[config.mk]
export PLATFORM = sky130hd
export DESIGN_NAME = bcd_time_counter
export DESIGN_NICKNAME = d
export VERILOG_FILES = /design/src/rtl/bcd_time_counter.sv
export SDC_FILE = /design/constraint.sdc
export NUM_CORES = 1
export LEC_CHECK = 0
export ABC_CLOCK_PERIOD_IN_PS = 2980
export BUFFER_PORTS_ARGS = -buffer_cell sky130_fd_sc_hd__buf_2
export CORE_ASPECT_RATIO = 0.9
export CORE_UTILIZATION = 35
export CTS_CLUSTER_DIAMETER = 50
export DETAILED_ROUTE_END_ITERATION = 10
export MAX_ROUTING_LAYER = met4
export PLACE_DENSITY_LB_ADDON = 0.25
export SLEW_MARGIN = 10
export SYNTH_ARGS = -nofsm -noshare
export SYNTH_HDL_FRONTEND = slang
export SYNTH_SLANG_ARGS = --single-unit
[constraint.sdc]
create_clock -name clkout -period 2.98 [get_ports clkout]
set_input_delay 0.298 -clock clkout [delete_from_list [all_inputs] [get_ports clkout]]
set_output_delay 0.298 -clock clkout [all_outputs]
set_load 0.005 [all_outputs]
[src/rtl/bcd_time_counter.sv]
// BCD hh:mm:ss counter with prescaled one-second step, up/down mode,
// validated load and an EXPIRED state for countdown completion.
module bcd_time_counter #(
  parameter int TICK_DIV   = 1,
  parameter int HOURS_WRAP = 24
) (
  input  logic        clkout,
  input  logic        rst,
  input  logic        en,
  input  logic        dir,
  input  logic        load,
  input  logic [23:0] load_val,
  output logic [23:0] time_out,
  output logic        tick,
  output logic        day_wrap,
  output logic        expired,
  output logic        load_err
);

  typedef enum logic [1:0] {STOP, RUN, EXPIRED} state_e;

  localparam logic [15:0] PS_MAX = 16'(TICK_DIV - 1);
  localparam logic [3:0]  HT_MAX = 4'((HOURS_WRAP - 1) / 10);
  localparam logic [3:0]  HO_MAX = 4'((HOURS_WRAP - 1) % 10);
  localparam logic [7:0]  HW8    = 8'(HOURS_WRAP);

  state_e      state_q, state_d;
  logic [23:0] time_q, time_d;
  logic [15:0] ps_q, ps_d;
  logic        tick_q, tick_d;
  logic        wrap_q, wrap_d;
  logic        err_q, err_d;

  logic [23:0] inc_t, dec_t;
  logic [7:0]  hval;
  logic        valid;
  logic        zero;

  function automatic logic [23:0] bcd_inc(input logic [23:0] t);
    logic [3:0] h1, h0, m1, m0, s1, s0;
    {h1, h0, m1, m0, s1, s0} = t;
    if (s0 != 4'd9) s0 = s0 + 4'd1;
    else begin
      s0 = 4'd0;
      if (s1 != 4'd5) s1 = s1 + 4'd1;
      else begin
        s1 = 4'd0;
        if (m0 != 4'd9) m0 = m0 + 4'd1;
        else begin
          m0 = 4'd0;
          if (m1 != 4'd5) m1 = m1 + 4'd1;
          else begin
            m1 = 4'd0;
            if (h1 == HT_MAX && h0 == HO_MAX) begin
              h1 = 4'd0;
              h0 = 4'd0;
            end else if (h0 == 4'd9) begin
              h0 = 4'd0;
              h1 = h1 + 4'd1;
            end else h0 = h0 + 4'd1;
          end
        end
      end
    end
    return {h1, h0, m1, m0, s1, s0};
  endfunction

  function automatic logic [23:0] bcd_dec(input logic [23:0] t);
    logic [3:0] h1, h0, m1, m0, s1, s0;
    {h1, h0, m1, m0, s1, s0} = t;
    if (s0 != 4'd0) s0 = s0 - 4'd1;
    else begin
      s0 = 4'd9;
      if (s1 != 4'd0) s1 = s1 - 4'd1;
      else begin
        s1 = 4'd5;
        if (m0 != 4'd0) m0 = m0 - 4'd1;
        else begin
          m0 = 4'd9;
          if (m1 != 4'd0) m1 = m1 - 4'd1;
          else begin
            m1 = 4'd5;
            if (h1 == 4'd0 && h0 == 4'd0) begin
              h1 = HT_MAX;
              h0 = HO_MAX;
            end else if (h0 == 4'd0) begin
              h0 = 4'd9;
              h1 = h1 - 4'd1;
            end else h0 = h0 - 4'd1;
          end
        end
      end
    end
    return {h1, h0, m1, m0, s1, s0};
  endfunction

  always_comb begin
    hval  = 8'(load_val[23:20]) * 8'd10 + 8'(load_val[19:16]);
    valid = (load_val[15:12] <= 4'd5) && (load_val[7:4] <= 4'd5)
         && (hval < HW8);
    for (int i = 0; i < 6; i++)
      if (load_val[i*4 +: 4] > 4'd9) valid = 1'b0;
  end

  assign inc_t = bcd_inc(time_q);
  assign dec_t = bcd_dec(time_q);
  assign zero  = (time_q == 24'h0);

  always_comb begin
    state_d = state_q;
    time_d  = time_q;
    ps_d    = ps_q;
    tick_d  = 1'b0;
    wrap_d  = 1'b0;
    err_d   = 1'b0;
    // A rejected load freezes the whole counter for that cycle
    if (load && !valid) begin
      err_d = 1'b1;
    end else if (load) begin
      time_d  = load_val;
      ps_d    = 16'd0;
      state_d = en ? RUN : STOP;
    end else begin
      unique case (state_q)
        STOP: if (en) state_d = RUN;
        RUN: begin
          if (!en) state_d = STOP;
          else if (dir && zero) state_d = EXPIRED;
          else if (ps_q == PS_MAX) begin
            ps_d   = 16'd0;
            tick_d = 1'b1;
            if (dir) begin
              time_d = dec_t;
              if (dec_t == 24'h0) state_d = EXPIRED;
            end else begin
              time_d = inc_t;
              wrap_d = (inc_t == 24'h0);
            end
          end else ps_d = ps_q + 16'd1;
        end
        EXPIRED: if (!dir) state_d = en ? RUN : STOP;
        default: state_d = STOP;
      endcase
    end
  end

  always_ff @(posedge clkout or negedge rst) begin
    if (!rst) begin
      state_q <= STOP;
      time_q  <= 24'h0;
      ps_q    <= 16'd0;
      tick_q  <= 1'b0;
      wrap_q  <= 1'b0;
      err_q   <= 1'b0;
    end else begin
      state_q <= state_d;
      time_q  <= time_d;
      ps_q    <= ps_d;
      tick_q  <= tick_d;
      wrap_q  <= wrap_d;
      err_q   <= err_d;
    end
  end

  assign time_out = time_q;
  assign tick     = tick_q;
  assign day_wrap = wrap_q;
  assign expired  = (state_q == EXPIRED);
  assign load_err = err_q;

endmodule
==> metrics.txt <==
slew margin rel. 38.0%; Die W 119 um; syn nets 602; outcome complete, no violations; sequential share of power 27.4%; dpl ws -0.00704 ns; clk sinks 45; Post-Syn Instances 556; flop2flop setup slack 0.15 ns; PostCTS Resize Cnt 0; vias per cell 6.11; Combinational Power Share 56.4%; #FFs+latches synth 45; Initial Util 36.7%; Yosys top cell by area dfrtp_1; CTS tree built; largest net degree at the start of global routing 39; required time of the critical path 3.16 ns; RePlAce Congestion 0.938; Startpoint Class register; ys async rst share 100%; Netlist cell types 66; final slew viol count 0; Worst Skew 0.00691 ns; Internal Dissipation 2.20 mW; RSZ-0062 raised after global routing no; final setup margin 0.154 ns; placed cells 775; Vias 4793; PwrDens 799 nW/um^2; Clock Latency Late Sink 0.30 ns; # rows 37; CP Class register to register; Least-Margin Pin Slew 0.923 ns; WL final 15300 um; clk slew on worst S/H paths 0.07 ns; layout cells sized above 1 22.1%; fmax 354 MHz; # setup viols final 0; Clk network pwr share 16.2%; drt first pass iters 5; synthesized area per cell 7.70 um^2; Hold WC Path Type input port to register; EDFF count, synth 0; # IOs 57; Max Cap Viol 0; fillers 1261; n_diodes 0; post-synth top area share 26.3%; synth warn 0; Area growth, synth to finish 20.5%; area of the multi-input gates 2870 um^2; worst reg2reg path depth 7; vias in the first global route 4593; nets 673; Core Box Area 11700 um^2; CP Max Fanout 10; Die ar. 12700 um^2; clk root buf clkbuf_16; switching pwr 1.93 mW; mapped cell area 4280 um^2; Switching Share 46.7%; Final Cell Area 5160 um^2; Post-DP HPWL 11200 um; crit share post-route 94.8%; final instance count without filler cells 784; CP endpoint kind register; H-tree depth 2; DR WL/cell 19.5 um; Final Critical Period 2.83 ns; Antenna Nets Post-Route 0; Seq/Total Area, Yosys 26.3%; Area after DPL 4980 um^2; CTS Buf Count 5; first-pass GRT wire length 24500 um; CP Data Arrival Time 3.00 ns; postcts setup bufs 0; leakage 2.14 nW; hold buffers post-CTS 1; crit path to time_out[3]; initial antenna violation count 0; largest buffer count on any clock path 2; crit path launch time_out[10]; top post-synthesis cells by area dfrtp_1 26%, a21oi_1 5.0%, ha_1 4.7%; Hold Crit Depth 3; buffers added on ports 56; total area of sequential cells 1130 um^2; gr usage total 25.1%; Most used DFF post-synth dfrtp_1; Critical R2R Launch time_out[10]; 1st-iter DRT viols 645; DRC 0; Max VDD drop 0.250 mV; Final Hold Viols 0; total grt overflow 0; worst r2r dst time_out[3]; Die Y-Extent 107 um
==> power groups by stage <==
stage	combinational, mW	clock (mW)	sequential (mW)
floorplan	1.50	0	1.01
global placement	2.24	0	1.12
detailed placement	2.27	0	1.13
CTS	2.29	0.675	1.12
global route	2.54	0.695	1.16
finish	2.32	0.667	1.13
==> registers in the layout, indices dropped and copies added (netlist names) <==
signal    count
tick          1
day_wrap      1
time_out     24
ps_q         16
load_err      1
state_q       2
==> cell usage after synthesis (all sizes together), types with 3 or more instances <==
| cell | instances |
|---|---|
| a21oi | 43 |
| or3 | 6 |
| o22ai | 12 |
| nand4 | 15 |
| nand2b | 9 |
| a31o | 4 |
| mux2i | 17 |
| o21ai | 28 |
| xor2 | 4 |
| nor2b | 5 |
| o31a | 4 |
| and2 | 4 |
| a2bb2oi | 4 |
| nor4 | 21 |
| inv | 24 |
| nor3b | 7 |
| or3b | 3 |
| nand2 | 44 |
| buf | 9 |
| xnor2 | 3 |
| o2bb2ai | 6 |
| nor2 | 36 |
| o31ai | 6 |
| o211ai | 6 |
| a22oi | 5 |
| clkbuf | 39 |
| o221ai | 3 |
| a221oi | 7 |
| ha | 16 |
| a21o | 3 |
| a22o | 3 |
| dfrtp | 45 |
| or4 | 6 |
| a211oi | 6 |
| nand3 | 24 |
| mux2 | 7 |
| and4 | 4 |
| nor3 | 25 |
| and3 | 5 |
| a31oi | 11 |
==> metrics by stage <==
| step | setup TNS (ns) | power [mW] | util [%] | hold slack (ns) |
|---|---|---|---|---|
| after global placement | 0 | 3.36 | 42.7 | 0.286 |
| after global routing | 0 | 4.40 | 44.2 | 0.332 |
| after CTS | 0 | 4.09 | 44.2 | 0.306 |
| after detailed placement | -0.0127 | 3.40 | 42.7 | 0.303 |
| after floorplan | 0 | 2.51 | - | 0.00241 |
| final | 0 | 4.12 | 44.2 | 0.311 |
==> worst max-delay path: stages, from the launching register on <==
cell	delay, ns
dfrtp_1	0.49
nor4_1	0.40
nand4_1	0.38
nor4_2	0.51
or2_2	0.31
a21oi_1	0.12
buf_4	0.21
mux2_2	0.29
==> area by class of cell <==
| type | instances | share of cell area [%] |
|---|---|---|
| well taps | 156 | 3.78 |
| repair buffers | 112 | 13.6 |
| multi-input cells | 438 | 55.6 |
| clock buffers | 5 | 2.42 |
| clock inverters | 3 | 0.897 |
| inverters | 25 | 1.82 |
| flip-flops and latches | 45 | 21.8 |
==> cells in the final DEF (no fill, tap or decap), types with 6 or more instances in the layout <==
master	count
nor3b_1	7
a211oi_1	6
o211ai_1	6
nand2_1	44
o2bb2ai_1	6
or3_1	6
o21ai_0	28
nand3_1	24
mux2i_1	17
nor2_1	36
nor3_1	25
inv_1	24
o22ai_1	12
buf_2	56
ha_1	16
nor4_1	16
dfrtp_1	45
buf_4	55
or4_1	6
nand2b_1	9
a31oi_1	11
a221oi_1	7
mux2_2	7
o31ai_1	6
nand4_1	15
a21oi_1	43
==> metal layers <==
metal / GRT usage, % / share of wire (%) / routed length (um)
met5: - / 0 / 0
met4: 6.24 / 1.5 / 223
met1: 34.7 / 46 / 7080
met2: 38.1 / 44 / 6790
met3: 4.52 / 7.9 / 1210
==> cell families after synthesis <==
kind of cell,count (synthesis),synth area share (%)
buffers and inverters,73,6.69
AO/OA/AOI/OAI,169,26.4
XOR/XNOR,7,1.43
adder cells (fa/ha/maj),17,5.14
multiplexers,24,5.81
AND/OR/NAND/NOR,221,28.2
flip-flops,45,26.3
==> worst min-delay path by stage <==
stage | from | to
5_1_grt | load_val[18] | time_out[18]
3_3_place_gp | rst | day_wrap
2_1_floorplan | rst | day_wrap
4_1_cts | load_val[18] | time_out[18]
6_report | load_val[18] | time_out[18]
3_5_place_dp | rst | day_wrap
No activity file was read; power rests on OpenSTA's default activity.
